--- src/rtl/regfile_dump_reader.sv ---
// regfile_dump_reader
//   Read-side master for an 8 x WIDTH register file. A start pulse walks
//   R0..R7 in order: the register's one-hot read select is driven, held
//   for SETTLE cycles, the word is captured, and it is then offered on a
//   valid/ready stream together with its register index. A one-cycle
//   done pulse follows acceptance of the last beat.
//
// Parameters
//   WIDTH   data word width (must match the register file)
//   SETTLE  cycles rd_sel is held before rd_data is sampled (1..4)
//
// Ports
//   clk        rising-edge clock
//   reset      asynchronous active-high reset
//   start      begin a dump (sampled only while idle)
//   abort      terminate a dump; idle on the next edge
//   rd_sel     one-hot read select to the register file mux
//   rd_data    word returned by the register file mux
//   out_data   captured word
//   out_idx    register index of out_data
//   out_valid  out_data/out_idx valid
//   out_ready  consumer accepts the beat when out_valid & out_ready
//   out_cksum  (DUMP_CKSUM_EN only) marks the trailing checksum beat
//   busy       high whenever not idle
//   done       one-cycle pulse after the final beat is accepted
//
// Build option
//   DUMP_CKSUM_EN  when defined, an XOR of all captured words is sent as
//                  a ninth beat (out_idx = 0, out_cksum = 1) before done.

module regfile_dump_reader #(
    parameter int WIDTH  = 16,
    parameter int SETTLE = 1
) (
    input  logic             clk,
    input  logic             reset,
    input  logic             start,
    input  logic             abort,
    output logic [7:0]       rd_sel,
    input  logic [WIDTH-1:0] rd_data,
    output logic [WIDTH-1:0] out_data,
    output logic [2:0]       out_idx,
    output logic             out_valid,
    input  logic             out_ready,
`ifdef DUMP_CKSUM_EN
    output logic             out_cksum,
`endif
    output logic             busy,
    output logic             done
);

`ifdef DUMP_CKSUM_EN
    typedef enum logic [2:0] {IDLE, SEL, CAP, OUT, DONE, CKS} state_t;
`else
    typedef enum logic [2:0] {IDLE, SEL, CAP, OUT, DONE} state_t;
`endif

    // Settle counter runs 0..SETTLE-1, so two bits cover SETTLE up to 4.
    localparam logic [1:0] SETTLE_LAST = 2'(SETTLE - 1);

    state_t           state;
    state_t           state_nxt;
    logic [2:0]       idx;
    logic [1:0]       cnt;
`ifdef DUMP_CKSUM_EN
    logic [WIDTH-1:0] acc;
`endif

    // State register
    always_ff @(posedge clk or posedge reset) begin
        if (reset) begin
            state <= IDLE;
        end else begin
            state <= state_nxt;
        end
    end

    // Next-state and state-decoded outputs
    always_comb begin
        state_nxt = state;
        rd_sel    = '0;
        out_valid = 1'b0;
        busy      = (state != IDLE);
        done      = 1'b0;
`ifdef DUMP_CKSUM_EN
        out_cksum = 1'b0;
`endif
        case (state)
            IDLE: begin
                if (start) begin
                    state_nxt = SEL;
                end
            end
            SEL: begin
                rd_sel = 8'b1 << idx;
                if (cnt == SETTLE_LAST) begin
                    state_nxt = CAP;
                end
            end
            CAP: begin
                rd_sel    = 8'b1 << idx;
                state_nxt = OUT;
            end
            OUT: begin
                out_valid = 1'b1;
                if (out_ready) begin
                    if (idx != 3'd7) begin
                        state_nxt = SEL;
                    end else begin
`ifdef DUMP_CKSUM_EN
                        state_nxt = CKS;
`else
                        state_nxt = DONE;
`endif
                    end
                end
            end
`ifdef DUMP_CKSUM_EN
            CKS: begin
                out_valid = 1'b1;
                out_cksum = 1'b1;
                if (out_ready) begin
                    state_nxt = DONE;
                end
            end
`endif
            DONE: begin
                done      = 1'b1;
                state_nxt = IDLE;
            end
            default: begin
                state_nxt = IDLE;
            end
        endcase

        // Abort overrides any pending transition, including a beat
        // acceptance in the same cycle.
        if (abort && (state != IDLE)) begin
            state_nxt = IDLE;
        end
    end

    // Datapath: register index, settle counter, captured beat, checksum
    always_ff @(posedge clk or posedge reset) begin
        if (reset) begin
            idx      <= '0;
            cnt      <= '0;
            out_data <= '0;
            out_idx  <= '0;
`ifdef DUMP_CKSUM_EN
            acc      <= '0;
`endif
        end else if (abort && (state != IDLE)) begin
            idx <= '0;
            cnt <= '0;
`ifdef DUMP_CKSUM_EN
            acc <= '0;
`endif
        end else begin
            case (state)
                IDLE: begin
                    if (start) begin
                        idx <= '0;
                        cnt <= '0;
`ifdef DUMP_CKSUM_EN
                        acc <= '0;
`endif
                    end
                end
                SEL: begin
                    if (cnt != SETTLE_LAST) begin
                        cnt <= cnt + 2'd1;
                    end
                end
                CAP: begin
                    out_data <= rd_data;
                    out_idx  <= idx;
`ifdef DUMP_CKSUM_EN
                    acc      <= acc ^ rd_data;
`endif
                end
                OUT: begin
                    if (out_ready) begin
                        if (idx != 3'd7) begin
                            idx <= idx + 3'd1;
                            cnt <= '0;
                        end
`ifdef DUMP_CKSUM_EN
                        else begin
                            // acc already includes R7 (folded in at CAP)
                            out_data <= acc;
                            out_idx  <= '0;
                        end
`endif
                    end
                end
                DONE: begin
                    idx <= '0;
                end
                default: begin
                end
            endcase
        end
    end

endmodule

--- config.mk ---
export PLATFORM = sky130hd
export DESIGN_NAME = regfile_dump_reader
export DESIGN_NICKNAME = d
export VERILOG_FILES = /design/src/rtl/regfile_dump_reader.sv
export SDC_FILE = /design/constraint.sdc
export NUM_CORES = 1
export LEC_CHECK = 0
export CELL_PAD_IN_SITES_DETAIL_PLACEMENT = 1
export CELL_PAD_IN_SITES_GLOBAL_PLACEMENT = 1
export CORE_MARGIN = 2
export CORE_UTILIZATION = 34
export DETAILED_ROUTE_END_ITERATION = 10
export PLACE_DENSITY = 0.87
export SETUP_SLACK_MARGIN = 0.3
export SLEW_MARGIN = 0
export SYNTH_ARGS = -nofsm -noshare
export SYNTH_HDL_FRONTEND = slang
export SYNTH_SLANG_ARGS = --single-unit
export TNS_END_PERCENT = 50
--- constraint.sdc ---
create_clock -name clk -period 1.85 [get_ports clk]
set_clock_uncertainty 0.1 [all_clocks]
set_input_delay 0.37 -clock clk [delete_from_list [all_inputs] [get_ports clk]]
set_output_delay 0.37 -clock clk [all_outputs]
set_load 0.02 [all_outputs]
Word level (Yosys, flattened, before mapping)
Cells that the tools add are included.
Storage, ports and cells
  word-level logic and storage cells: 51
  input bits: 21
  flip-flop bits (word level): 27
  output and inout port bits: 30
Operators by class
  eq/ne operators: 10
  shift operators: 1
  $add $sub $neg: 2
  bitwise logic cells: 1
  muxes and demuxes: 20
  reduce and logical (&&, ||, !) cells: 12
Operator list (number)
  $mux 3: 9
  $ne 3x3->1 const B: 6
  $pmux 3 s4: 1
  $mux 2: 5
  $pmux 3 s3: 1
  $mux 8: 1
  $reduce_bool 4->1: 2
  $shl 1x3->8 const A: 1
  $eq 3x2->1 const B: 2
  $pmux 2 s3: 1
  $reduce_and 5->1: 1
  $reduce_and 4->1: 1
  $add 3x1->3 const B: 1
  $eq 3x1->1 const B: 1
  $eq 3x3->1 const B: 1
  $logic_not 3->1: 1
  $reduce_and 3->1: 1
  $reduce_bool 3->1: 1
  $add 2x1->2 const B: 1
  $logic_not 2->1: 1
  $mux 1: 2
  $reduce_and 2->1: 1
  $reduce_bool 2->1: 1
  $reduce_or 2->1: 1
  other kinds (2): 2

Longest topological paths before layout
  word-level depth: 5
  gate-level depth with buffers: 5
  gate-level depth less buffers: 5

Worst setup path after synthesis
Ideal clock, no wire load.
  path type: flip-flop to output port
  start point: register state[1]
  end point: output port rd_sel[0]
  required time: 1.380 ns
  cell stages (with the launch flop): 6
  slack: 0.077 ns
  data arrival time: 1.303 ns
  cell sequence: dfrtp_1 -> buf_4 -> inv_1 -> nand2_1 -> a21oi_1 -> and3_1
Between the ends
  longest elaborated chain between the ends: 3
  elaborated cells on any way between the ends: 4
  those cells by class: eq/ne: 2; mux: 1; reduce/logical: 1
RTL lines
  start, declared: line 61  | state_t state;
  start signal, assigned: line 74  | state <= state_nxt;
  $eq 3x1->1 / $eq 3x2->1 (equally long branches): line 88  | case (state)
  $reduce_or 2->1 (no source line) (*)
  $mux 8 (*)
  end, declared: line 39  | output logic [7:0] rd_sel,
Every way passes the cells marked *; elsewhere a longest branch is shown, timed or not.

Final worst setup path
  start point: register state[0]
  end point: output port rd_sel[6]
Same word-level chain as after synthesis.

==> impl_metrics.py <==
metrics = {
    "status": {
        "status": "complete, but fails checks",
        "violations": "negative setup slack",
    },
    "yosys": {
        "ys_top_cells_by_count": "27 x dfrtp_1, 10 x mux2_4, 9 x mux2_2",
        "synth_area_sq_um": 1410,
        "synthMostInstantiatedCell": "dfrtp_1",
        "syn-mean-instance-area_sq_um": 12.2,
        "synth.top_cell.area_share_pct": 47.9,
        "synthesis.yosys.warnings": 0,
        "synth_cell_type_count": 32,
        "synth_nets": 144,
        "synth.area.top_cells": "dfrtp_1 48%, mux2_4 11%, mux2_2 7.2%",
        "netlist.top_cell.by_area": "dfrtp_1",
        "ys_seq_elements": 27,
        "asyncSetResetFlopFracSynth_pct": 100,
        "synthFlopType": "dfrtp_1",
        "synth-seq-area-share_pct": 47.9,
        "post_synth_inst_count": 116,
        "synth_enable_flop_cells": 0,
    },
    "timing": {
        "fin_setup_tns_ns": -0.845,
        "drv_slew": 0,
        "fin_ws_ns": -0.112,
        "rsz_0062_raised_after_global_routing": "yes",
        "timing.hold.ws_ns": 0.346,
        "post-route-period-util_pct": 106,
        "achievable-frequency_mhz": 510,
        "least_margin_pin_slew_ns": 0.381,
        "hold_violations": 0,
        "timing.final.crit_period_ns": 1.96,
        "max_slew_margin_pct": 74.5,
        "setup_violations": 9,
    },
    "clock_network": {
        "cts.clk_slew.worst_paths_ns": 0.11,
        "cts_tree": "yes",
        "numCtsBuffers": 3,
        "tritoncts_sinks": 27,
        "cts_max_path_buffers": 2,
        "clockRootBuffer": "clkbuf_8",
        "clock_latency_ns": 0.29,
        "h_tree_level_count": 1,
    },
    "worst_setup_path": {
        "worstPathArrival_ns": 1.49,
        "criticalPathCategory": "register to primary output",
        "required_time_of_the_critical_path_ns": 1.38,
        "critPathCaptureType": "primary output",
        "setup.worst_path.start_class": "register",
        "worst-path-max-fanout": 8,
    },
    "floorplan": {
        "boundaryPins": 51,
        "floorplan.initialDensity_pct": 35.3,
        "total_die_area_sq_um": 4680,
        "core_region_area_sq_um": 4000,
        "floorplan_die_height_um": 68.4,
        "die_w_um": 68.4,
        "row_count": 23,
    },
    "global_routing": {
        "globalRouteTotalUtil_pct": 21.1,
        "gr-total-overflow": 0,
        "antenna_found_initial": 0,
        "grt_max_degree": 28,
        "first_global_vias": 1357,
        "grt_first_pass_wirelength_um": 7020,
    },
    "route": {
        "firstDrtPassIters": 4,
        "post_drt_wl_per_cell_um": 18.3,
        "vias_per_cell": 4.95,
        "ant_nets": 0,
        "dr_total_vias": 1213,
        "finalWirelength_um": 4480,
        "route.detailed.drc": 0,
        "detailedRoute.firstIterationViolations": 39,
    },
    "finish": {
        "layout_cell_share_with_drive_strength_beyond_1_pct": 46.2,
        "layout.nets": 224,
        "syn_to_final_growth_pct": 66.9,
        "antenna_cells_inserted": 0,
        "stdcell_area_sq_um": 2360,
    },
    "power": {
        "intPower_mw": 1.86,
        "totalPowerFinal_mw": 3.08,
        "switchingPower_mw": 1.22,
        "share_seq_of_total_power_pct": 31.4,
        "combinational_cell_fraction_of_total_power_pct": 56.8,
        "power.leakage_nw": 1.10,
        "peakVddDrop_v": 0.000826,
        "swShare_pct": 39.5,
        "clock_group_share_of_total_power_pct": 11.9,
        "cellPowerDensity_nw_per_um2": 1310,
    },
    "placement": {
        "globalplace.congestion": 0.763,
        "postPlaceCellArea_sq_um": 2150,
        "hpwl_um": 3240,
        "place_ws_ns": -0.272,
        "port_buffers": 50,
    },
    "run": {
        "timing.max_cap.violations": 0,
    },
    "min_path": {
        "min-delay-path-class": "primary input to asynchronous set/reset pin",
    },
}
[power by group through the flow]
stage / Combinational [mW] / Clock, mW / Sequential (mW)
6_report: 1.75 / 0.366 / 0.966
3_5_place_dp: 1.67 / 0 / 0.971
3_3_place_gp: 1.61 / 0 / 0.955
5_1_grt: 1.86 / 0.395 / 0.996
4_1_cts: 1.69 / 0.372 / 0.968
2_1_floorplan: 0.712 / 0 / 1.17
[worst max-delay path, cell delays in order (launching register included)]
cell	delay, ns
dfrtp_2	0.45
nand2b_4	0.17
a21oi_4	0.25
and3_4	0.23
buf_6	0.11
[cells in the final DEF, fill, tap and decap left out, types with 2 or more instances in the layout]
cell / synthesis / layout
nor3_1: 6 / 4
o22ai_1: 2 / 2
nor3_4: 1 / 3
o21ai_0: 3 / 2
clkbuf_8: 0 / 3
buf_6: 2 / 12
mux2i_1: 2 / 2
nor2_1: 6 / 5
a31oi_1: 2 / 2
clkdlybuf4s50_1: 0 / 20
buf_4: 1 / 27
and2_2: 0 / 2
ha_1: 7 / 5
dfrtp_1: 27 / 23
buf_2: 1 / 2
inv_1: 8 / 7
dfrtp_2: 0 / 4
nand2_1: 5 / 4
and3_4: 0 / 6
mux2_4: 10 / 19
dlygate4sd2_1: 0 / 19
[path summary, 6_finish.rpt]
kind,from,slack [ns],cells past startpoint,end
setup / recovery,state[0],-0.11,4,rd_sel[6]
min in group clk,out_idx[0],0.42,1,out_idx[0]
max in group asynchronous,reset,1.03,3,idx[0]
hold reg to reg,out_idx[0],0.42,1,out_idx[0]
setup reg to reg,state[0],0.04,6,out_idx[2]
hold / removal,reset,0.35,3,out_data[8]
[sequential cells by signal (all words and copies together), names as in the netlist]
| signal | flops |
|---|---|
| cnt | 2 |
| idx | 3 |
| out_data | 16 |
| out_idx | 3 |
| state | 3 |
[what timing repair did]
action,4_1_cts,5_1_grt
setup buffers,4,2
cloned,0,1
resized for setup,108,6
hold buffers,0,0
endpoints found under the setup margin,56,37
pin swaps,15,10
[metal layers]
| metal | GRT usage (%) | up-vias | share of wire [%] |
|---|---|---|---|
| met4 | 5.25 | 0 | 0.96 |
| met2 | 39.7 | 36 | 55 |
| met1 | 24.3 | 608 | 40 |
| met3 | 3.95 | 4 | 3.5 |
| li1 | - | 565 | - |
| met5 | 0 | - | 0 |
[per-stage QoR]
step / cells / utilization, %
after global placement: 234 / 53.7
after detailed placement: 234 / 53.7
after CTS: 242 / 57.9
final: 245 / 58.9
after floorplan: 116 / -
after global routing: 245 / 58.9
[final cells by class]
type                            count  area [sq um]
Multi-Input combinational cell     75           802
Inverter                            8          32.5
Fill cell                         430          1640
Clock buffer                        3          41.3
Timing Repair Buffer               81           729
Sequential cell                    27           681
Clock inverter                      1          7.51
Tap cell                           50          62.6
[logic make-up after synthesis]
logic type	Yosys count	share of synthesized area, %
muxes	21	19.2
DFF	27	47.9
AOI/OAI and AO/OA	14	6.65
and+or+nand+nor	33	13.7
buffers and inverters	14	6.29
adders and majority gates	7	6.21
No activity file was read; power rests on OpenSTA's default activity.
